<file path="src/rtl/calc_pkg.sv">
// Shared opcodes, result codes and FSM encoding for the calculator op sequencer.
package calc_pkg;

  localparam int unsigned NUNITS = 5;
  localparam int unsigned OP_W   = 3;
  localparam int unsigned RC_W   = 2;
  localparam int unsigned WD_W   = 8;

  localparam logic [OP_W-1:0] OP_SUMA      = 3'd0;
  localparam logic [OP_W-1:0] OP_DIFERENTA = 3'd1;
  localparam logic [OP_W-1:0] OP_PRODUS    = 3'd2;
  localparam logic [OP_W-1:0] OP_IMPARTIRE = 3'd3;
  localparam logic [OP_W-1:0] OP_FACTORIAL = 3'd4;
  localparam logic [OP_W-1:0] OP_LAST      = 3'd4;

  // Opcode served by each unit index
  localparam logic [OP_W-1:0] UNIT_OP [NUNITS] =
    '{OP_SUMA, OP_DIFERENTA, OP_PRODUS, OP_IMPARTIRE, OP_FACTORIAL};

  localparam logic [RC_W-1:0] RC_OK      = 2'd0;
  localparam logic [RC_W-1:0] RC_ERR     = 2'd1;
  localparam logic [RC_W-1:0] RC_ILLEGAL = 2'd2;
  localparam logic [RC_W-1:0] RC_TIMEOUT = 2'd3;

  typedef enum logic [1:0] {
    S_IDLE  = 2'd0,
    S_ISSUE = 2'd1,
    S_WAIT  = 2'd2,
    S_DONE  = 2'd3
  } state_t;

  // Opcodes above OP_LAST have no unit behind them
  function automatic logic op_is_legal(input logic [OP_W-1:0] op);
    return (op <= OP_LAST);
  endfunction

endpackage

</file>
<file path="src/rtl/calc_watchdog.sv">
// WAIT-state watchdog: counts WAIT cycles and flags the last allowed one.
module calc_watchdog
  import calc_pkg::*;
#(
  parameter int unsigned LIMIT = 255
) (
  input  logic clk,
  input  logic rst,
  input  logic clr,
  input  logic en,
  output logic expired_c
);

  logic [WD_W-1:0] cnt;

  // Cycle counter, cleared before WAIT is entered, saturating at all-ones
  always_ff @(posedge clk) begin
    if (!rst) begin
      cnt <= '0;
    end else if (clr) begin
      cnt <= '0;
    end else if (en && (cnt != '1)) begin
      cnt <= cnt + 1'b1;
    end
  end

  // High during the LIMIT-th WAIT cycle, so the abort lands after exactly LIMIT cycles
  assign expired_c = en && (cnt == WD_W'(LIMIT - 1));

endmodule

</file>
<file path="src/rtl/calc_op_sched.sv">
// Sequencer between the calculator front-end and the five arithmetic units.
// One operation outstanding at a time: accept, pulse the unit, wait for its
// strobe, hold the result on a valid/ready port.
// Optional: define CALC_TIMEOUT_EN to abort WAIT after TIMEOUT cycles (code 3).
module calc_op_sched
  import calc_pkg::*;
#(
  parameter int unsigned W       = 28,
  parameter int unsigned TIMEOUT = 255
) (
  input  logic                  clk,
  input  logic                  rst,
  input  logic                  req_valid,
  output logic                  req_ready,
  input  logic [OP_W-1:0]       req_op,
  input  logic [W-1:0]          req_a,
  input  logic [W-1:0]          req_b,
  output logic [W-1:0]          u_n1,
  output logic [W-1:0]          u_n2,
  output logic [NUNITS-1:0]     u_valid_in,
  input  logic [NUNITS-1:0]     u_valid_out,
  input  logic [NUNITS-1:0]     u_err,
  input  logic [NUNITS*W-1:0]   u_d_out,
  output logic                  res_valid,
  input  logic                  res_ready,
  output logic [W-1:0]          res_data,
  output logic [RC_W-1:0]       res_code,
  output logic                  busy
);

  // The watchdog counter is WD_W bits wide; reject limits it cannot reach
  if ((TIMEOUT < 1) || (TIMEOUT > (2 ** WD_W) - 1)) begin : g_bad_timeout
    $error("calc_op_sched: TIMEOUT out of range");
  end

  state_t            state;
  state_t            state_next;
  logic [OP_W-1:0]   op_q;
  logic [OP_W-1:0]   op_next;
  logic [W-1:0]      n1_next;
  logic [W-1:0]      n2_next;
  logic [NUNITS-1:0] vin_next;
  logic              res_valid_next;
  logic [W-1:0]      res_data_next;
  logic [RC_W-1:0]   res_code_next;
  logic              req_ready_next;
  logic              busy_next;

  logic              sel_strobe_c;
  logic              sel_err_c;
  logic [W-1:0]      sel_data_c;
  logic              wd_expired_c;

`ifdef CALC_TIMEOUT_EN
  calc_watchdog #(
    .LIMIT(TIMEOUT)
  ) u_watchdog (
    .clk       (clk),
    .rst       (rst),
    .clr       (state == S_ISSUE),
    .en        (state == S_WAIT),
    .expired_c (wd_expired_c)
  );
`else
  assign wd_expired_c = 1'b0;
`endif

  // Result mux: pick strobe, error and data of the latched unit only
  always_comb begin
    sel_strobe_c = 1'b0;
    sel_err_c    = 1'b0;
    sel_data_c   = '0;
    for (int k = 0; k < NUNITS; k++) begin
      if (op_q == UNIT_OP[k]) begin
        sel_strobe_c = u_valid_out[k];
        sel_err_c    = u_err[k];
        sel_data_c   = u_d_out[k*W +: W];
      end
    end
  end

  // Next-state and next-output logic; every output is registered from these
  always_comb begin
    state_next     = state;
    op_next        = op_q;
    n1_next        = u_n1;
    n2_next        = u_n2;
    vin_next       = '0;
    res_valid_next = res_valid;
    res_data_next  = res_data;
    res_code_next  = res_code;

    unique case (state)
      S_IDLE: begin
        if (req_valid && req_ready) begin
          op_next = req_op;
          n1_next = req_a;
          n2_next = req_b;
          if (op_is_legal(req_op)) begin
            state_next = S_ISSUE;
            for (int k = 0; k < NUNITS; k++) begin
              vin_next[k] = (req_op == UNIT_OP[k]);
            end
          end else begin
            state_next     = S_DONE;
            res_valid_next = 1'b1;
            res_data_next  = '0;
            res_code_next  = RC_ILLEGAL;
          end
        end
      end
      S_ISSUE: begin
        state_next = S_WAIT;
      end
      S_WAIT: begin
        if (sel_strobe_c) begin
          state_next     = S_DONE;
          res_valid_next = 1'b1;
          res_data_next  = sel_err_c ? '0 : sel_data_c;
          res_code_next  = sel_err_c ? RC_ERR : RC_OK;
        end else if (wd_expired_c) begin
          state_next     = S_DONE;
          res_valid_next = 1'b1;
          res_data_next  = '0;
          res_code_next  = RC_TIMEOUT;
        end
      end
      S_DONE: begin
        if (res_ready) begin
          state_next     = S_IDLE;
          res_valid_next = 1'b0;
          res_data_next  = '0;
          res_code_next  = RC_OK;
        end
      end
      default: begin
        state_next = S_IDLE;
      end
    endcase

    req_ready_next = (state_next == S_IDLE);
    busy_next      = (state_next != S_IDLE);
  end

  // State and output registers; reset clears everything including req_ready
  always_ff @(posedge clk) begin
    if (!rst) begin
      state      <= S_IDLE;
      op_q       <= '0;
      u_n1       <= '0;
      u_n2       <= '0;
      u_valid_in <= '0;
      res_valid  <= 1'b0;
      res_data   <= '0;
      res_code   <= RC_OK;
      req_ready  <= 1'b0;
      busy       <= 1'b0;
    end else begin
      state      <= state_next;
      op_q       <= op_next;
      u_n1       <= n1_next;
      u_n2       <= n2_next;
      u_valid_in <= vin_next;
      res_valid  <= res_valid_next;
      res_data   <= res_data_next;
      res_code   <= res_code_next;
      req_ready  <= req_ready_next;
      busy       <= busy_next;
    end
  end

endmodule
</file>
<file path="config.mk">
export PLATFORM = sky130hd
export DESIGN_NAME = calc_op_sched
export DESIGN_NICKNAME = d
export VERILOG_FILES = /design/src/rtl/calc_pkg.sv /design/src/rtl/calc_watchdog.sv /design/src/rtl/calc_op_sched.sv
export SDC_FILE = /design/constraint.sdc
export NUM_CORES = 1
export LEC_CHECK = 0
export BUFFER_PORTS_ARGS = -buffer_cell sky130_fd_sc_hd__buf_4
export CORE_AREA = 5 5 117 119
export DETAILED_ROUTE_END_ITERATION = 6
export DIE_AREA = 0 0 122 124
export GPL_TIMING_DRIVEN = 0
export PLACE_DENSITY = 0.84
export SLEW_MARGIN = 5
export SYNTH_ARGS = -nofsm -noshare
export SYNTH_HDL_FRONTEND = slang
export SYNTH_HIERARCHICAL = 1
export SYNTH_SLANG_ARGS = --single-unit
export TNS_END_PERCENT = 1
</file>
<file path="constraint.sdc">
create_clock -name clk -period 4.9 [get_ports clk]
set_input_delay 0.49 -clock clk [delete_from_list [all_inputs] [get_ports clk]]
set_output_delay 0.49 -clock clk [all_outputs]
set_load 0.01 [all_outputs]
</file>
== Word level (Yosys, flattened, before mapping) ==
Cells that the tools add are included.
Word-level totals
  bits in read-only memories: 0
  memories kept: 0
  bits in latches: 0
  word-level logic and storage cells: 73
  register bits: 99
  RAM bits: 0
  input port bits: 213
  output and inout port bits: 94
Cells by class
  multiplexer cells: 37
  multiply operators: 0
  add/subtract/negate cells: 0
  equality and inequality tests: 15
  divide/modulo/power cells: 0
  bitwise gates (word level): 0
  shifts and indexed selects: 0
  $lt $le $gt $ge: 1
  reduce and logical (&&, ||, !) cells: 10
Operators with widths (count)
  28-bit 2-to-1 mux: 10
  28-bit case mux with 3 select lines: 1
  2-bit 2-to-1 mux: 8
  1-bit 2-to-1 mux: 15
  3-bit by 2-bit equality test with 1-bit output (second input constant): 4
  2-bit != test (second input constant): 4
  2-bit case mux with 4 select lines: 1
  3-bit by 1-bit equality test with 1-bit output (second input constant): 2
  3-bit equality test (second input constant): 2
  3-bit zero test: 2
  2-bit case mux with 3 select lines: 1
  5-bit AND reduction: 1
  2-bit equality test (second input constant): 2
  2-bit zero test: 2
  4-bit AND reduction: 1
  3-bit <= comparator (second input constant): 1
  1-bit case mux with 3 select lines: 1
  3-bit nonzero test: 1
  2-bit by 1-bit equality test with 1-bit output (second input constant): 1
  2-bit AND reduction: 1
  2-bit nonzero test: 1
  1-bit logical AND: 1

== Longest topological paths before layout ==
  depth after elaboration: 9
  gate-level depth with buffers: 9
  gate-level depth less buffers: 5

== Worst setup path before layout ==
OpenSTA, ideal clock, no wires.
  kind: input to register
  start: in req_op[0]
  end: reg res_data[12]
  stages: 8
  slack: 3.093 ns
  library setup time: 0.135 ns
  arrival: 1.672 ns
  path buffers: 3
  cell sequence: o2111ai_2 -> nand2b_1 -> a32o_1 -> buf_6 -> nor2_1 -> buf_2 -> buf_4 -> o22ai_1
On the way
  word-level cells in the longest chain between the ends: 3
Ends and longest elaborated chain
  start, declared: line calc_op_sched.sv:15  | input logic [OP_W-1:0] req_op,
  3-bit <= comparator: line calc_pkg.sv:34  | return (op <= OP_LAST);
  2-bit != test (no line)
  5-bit AND reduction (no line)
  end signal, assigned: line calc_op_sched.sv:165  | res_data <= res_data_next;
  end, declared: line calc_op_sched.sv:26  | output logic [W-1:0] res_data,
No other way between the ends.
A chain may end at the register's enable or synchronous reset.

== Worst setup path in the final report ==
  start: reg op_q[1]
  end: reg res_data[17]
On the way
  word-level cells in the longest chain between the ends: 9
Ends and longest elaborated chain
  start, declared: line calc_op_sched.sv:38  | logic [OP_W-1:0] op_q;
  start signal, assigned: line calc_op_sched.sv:160  | op_q <= op_next;
  3-bit zero test: line calc_op_sched.sv:74  | if (op_q == UNIT_OP[k]) begin
  28-bit 2-to-1 mux or 1-bit 2-to-1 mux (tied branches) (5 in a row): line calc_op_sched.sv:74
  28-bit 2-to-1 mux: line calc_op_sched.sv:119  | res_data_next = sel_err_c ? '0 : sel_data_c;
  28-bit 2-to-1 mux: line calc_op_sched.sv:116  | if (sel_strobe_c) begin
  28-bit case mux with 3 select lines: line calc_op_sched.sv:93  | unique case (state)
Parallel ways exist; a longest one is shown, timed or not. The select of a mux whose other input is x is not followed.

==> flow_metrics.py <==
metrics = {
    "die": {
        "dieWidth_um": 122,
        "core_area_um2": 12500,
        "num_io_pins": 307,
        "die-area_um2": 15100,
        "die_h_um": 124,
        "rows": 41,
        "start_util": 0.420,
    },
    "final_layout": {
        "finalNonFillerCells": 1168,
        "final_core_util": 0.645,
        "multi_input_area_um2": 2950,
        "drive_above_1_share": 0.353,
        "regArea_um2": 1980,
        "n_fill_cell": 1095,
        "finish.net_count": 1205,
        "num_antenna_cells": 0,
        "areaGrowthSynthToFinish_pct": 53.6,
    },
    "routing": {
        "routedWlPerCell_um": 17.3,
        "antenna_left": 0,
        "drt-pass1-iter-count": 5,
        "vias": 6068,
        "wirelength_mm": 20.2,
        "initialDrtViolationCount": 361,
        "drc": 0,
        "viasPerCell": 5.20,
    },
    "cts": {
        "clock_latency_ps": 340,
        "cts_tree": "built",
        "cts-root-buf": "clkbuf_16",
        "postCtsSetupBuffers": 0,
        "cts_hold_buf": 0,
        "cts-resized-gates": 0,
        "clk_pin_slew_ps": 70,
        "cts-buffers-inserted": 9,
        "cts_buffer_depth": 2,
        "clock_sinks": 99,
        "cts_max_level": 3,
    },
    "synthesis": {
        "avgSynthCellArea_um2": 7.75,
        "async_flop_share": 0,
        "synthCells": 675,
        "synth_edf_count": 0,
        "yosys.cell_types.count": 40,
        "yosys_register_bits": 99,
        "synthesis.nets": 888,
        "synthFlopType": "dfxtp_1",
        "yosysSeqAreaShare": 0.379,
        "yosys_warnings": 6,
        "synthesis.area_um2": 5230,
    },
    "setup_path": {
        "end_kind": "register",
        "worstSetupPathType": "register to register",
        "crit_path_max_fanout": 10,
        "rrSetupSlack_ps": 2660,
        "cp_data_required_time_ps": 5160,
        "start_kind": "register",
        "cp_data_arrival_time_ps": 2500,
    },
    "grt": {
        "grt_pass1_vias": 5757,
        "antenna_found_initial": 0,
        "grt_usage": 0.248,
        "grt_max_degree": 17,
        "gr-total-overflow": 0,
        "grt_pass1_wl_mm": 29.6,
    },
    "place": {
        "gp_congestion": 0.918,
        "post-dp-hpwl_mm": 16.2,
        "post-place-ws_ps": 2690,
        "port_buffers": 306,
        "placed_cells": 1153,
    },
    "timing": {
        "finalMaxSlewViolations": 0,
        "post-route-min-period_ps": 2240,
        "rsz0062_at_grt": "no",
        "slew-limit-headroom": 0.628,
        "setup-violations-final": 0,
        "period_share": 0.456,
        "fin_skew_ps": 6.55,
        "tightest_slew_ps": 559,
        "max_freq_ghz": 0.447,
        "final.setup.worst_slack_ps": 2660,
        "hold_viol_final": 0,
        "setup-tns-final_ps": 0,
    },
    "run": {
        "max-cap-violations": 0,
    },
    "min_path": {
        "min_path_type": "input port to register",
    },
    "pwr": {
        "finalPower_uw": 2190,
        "power-per-cell-area_nw_per_um2": 273,
        "worst_ir_drop_vdd_mv": 0.175,
        "p_leak_uw": 0.00341,
    },
    "run_status": {
        "status": "completed",
    },
}
## metal layers
| metal | GRT usage | vias up | wire, µm |
|---|---|---|---|
| met5 | 0 | - | 0 |
| met3 | 0.0658 | 51 | 1970 |
| met1 | 0.301 | 2714 | 7810 |
| met2 | 0.420 | 331 | 9700 |
| met4 | 0.101 | 0 | 723 |
| li1 | - | 2972 | - |
## sequential cells by signal, summed over array words and instances (netlist names)
register	cells
busy	1
u_n1	28
u_n2	28
res_code	2
u_valid_in	5
res_data	28
op_q	3
state	2
res_valid	1
req_ready	1
## critical path, cell delays in order (launching register included)
cell      delay (ps)
dfxtp_1          360
buf_2            270
mux2_1           400
a221oi_2         350
o211ai_2         270
clkbuf_1         330
o22ai_1          170
## through the flow
stage / cell area, µm² / hold slack (ps)
final: 8040 / 363
after CTS: 8040 / 354
after global routing: 8040 / 356
after floorplan: 5230 / 479
after global placement: 7750 / 449
after detailed placement: 7750 / 452
## cells in the mapped netlist, types with 2 or more instances
| cell | instances | area (µm²) |
|---|---|---|
| nand2_1 | 178 | 668 |
| dfxtp_1 | 99 | 1980 |
| a21boi_0 | 61 | 458 |
| a21oi_1 | 57 | 285 |
| clkbuf_1 | 43 | 161 |
| nor2_1 | 33 | 124 |
| mux2i_1 | 31 | 310 |
| nand2b_1 | 30 | 188 |
| o221ai_1 | 27 | 236 |
| or3_1 | 27 | 169 |
| o22ai_1 | 18 | 113 |
| buf_2 | 11 | 55.1 |
| o22ai_2 | 10 | 125 |
| buf_1 | 5 | 18.8 |
| o21ai_0 | 5 | 25.0 |
| buf_4 | 4 | 30.0 |
| inv_1 | 3 | 11.3 |
| nand3_1 | 3 | 15.0 |
| nor2b_1 | 3 | 18.8 |
| nor3_1 | 3 | 15.0 |
| and3_1 | 2 | 12.5 |
| buf_6 | 2 | 22.5 |
| mux2_1 | 2 | 22.5 |
| nor4_1 | 2 | 12.5 |
## final timing paths
check,startpoint,to,depth (start not counted)
setup / recovery,op_q[1],res_data[17],6
hold / removal,req_op[2],u_valid_in[2],2
setup reg to reg,op_q[1],res_data[17],6
hold reg to reg,res_data[21],res_data[21],2
## cells by family (layout without fill, tap and decap cells)
kind of cell / count (synthesis) / after routing / share of synthesized area
AO/OA/AOI/OAI: 187 / 187 / 0.256
buffers and inverters: 68 / 389 / 0.0571
flip-flops: 99 / 99 / 0.379
multiplexers: 33 / 33 / 0.0636
AND/OR/NAND/NOR: 288 / 288 / 0.245
## area by class of cell
| cell class | count | share of cell area |
|---|---|---|
| Sequential cell | 99 | 0.247 |
| Tap cell | 172 | 0.0268 |
| Timing Repair Buffer | 306 | 0.286 |
| Clock buffer | 10 | 0.0285 |
| Inverter | 3 | 0.00140 |
| Buffer | 65 | 0.0358 |
| Multi-Input combinational cell | 508 | 0.367 |
| Clock inverter | 5 | 0.00794 |
## report_power, final
group	leakage (µW)	total, µW	switching [µW]	internal (µW)
combinational	0.00246	614	313	301
sequential	0.000803	873	24.0	849
clock	0.000144	706	309	398
total	0.00341	2190	645	1550
## cell usage in the layout (no fill, tap or decap), types with 3 or more instances in the layout
cell,synthesis,routed
buf_4,4,310
nand2_1,178,178
dfxtp_1,99,99
a21boi_0,61,61
a21oi_1,57,57
clkbuf_1,43,44
nor2_1,33,33
mux2i_1,31,31
nand2b_1,30,30
o221ai_1,27,27
or3_1,27,27
o22ai_1,18,18
buf_2,11,11
o22ai_2,10,10
clkbuf_16,0,9
buf_1,5,5
o21ai_0,5,5
nor3_1,3,3
nor2b_1,3,3
inv_1,3,3
nand3_1,3,3
No activity file was read; power rests on OpenSTA's default activity.
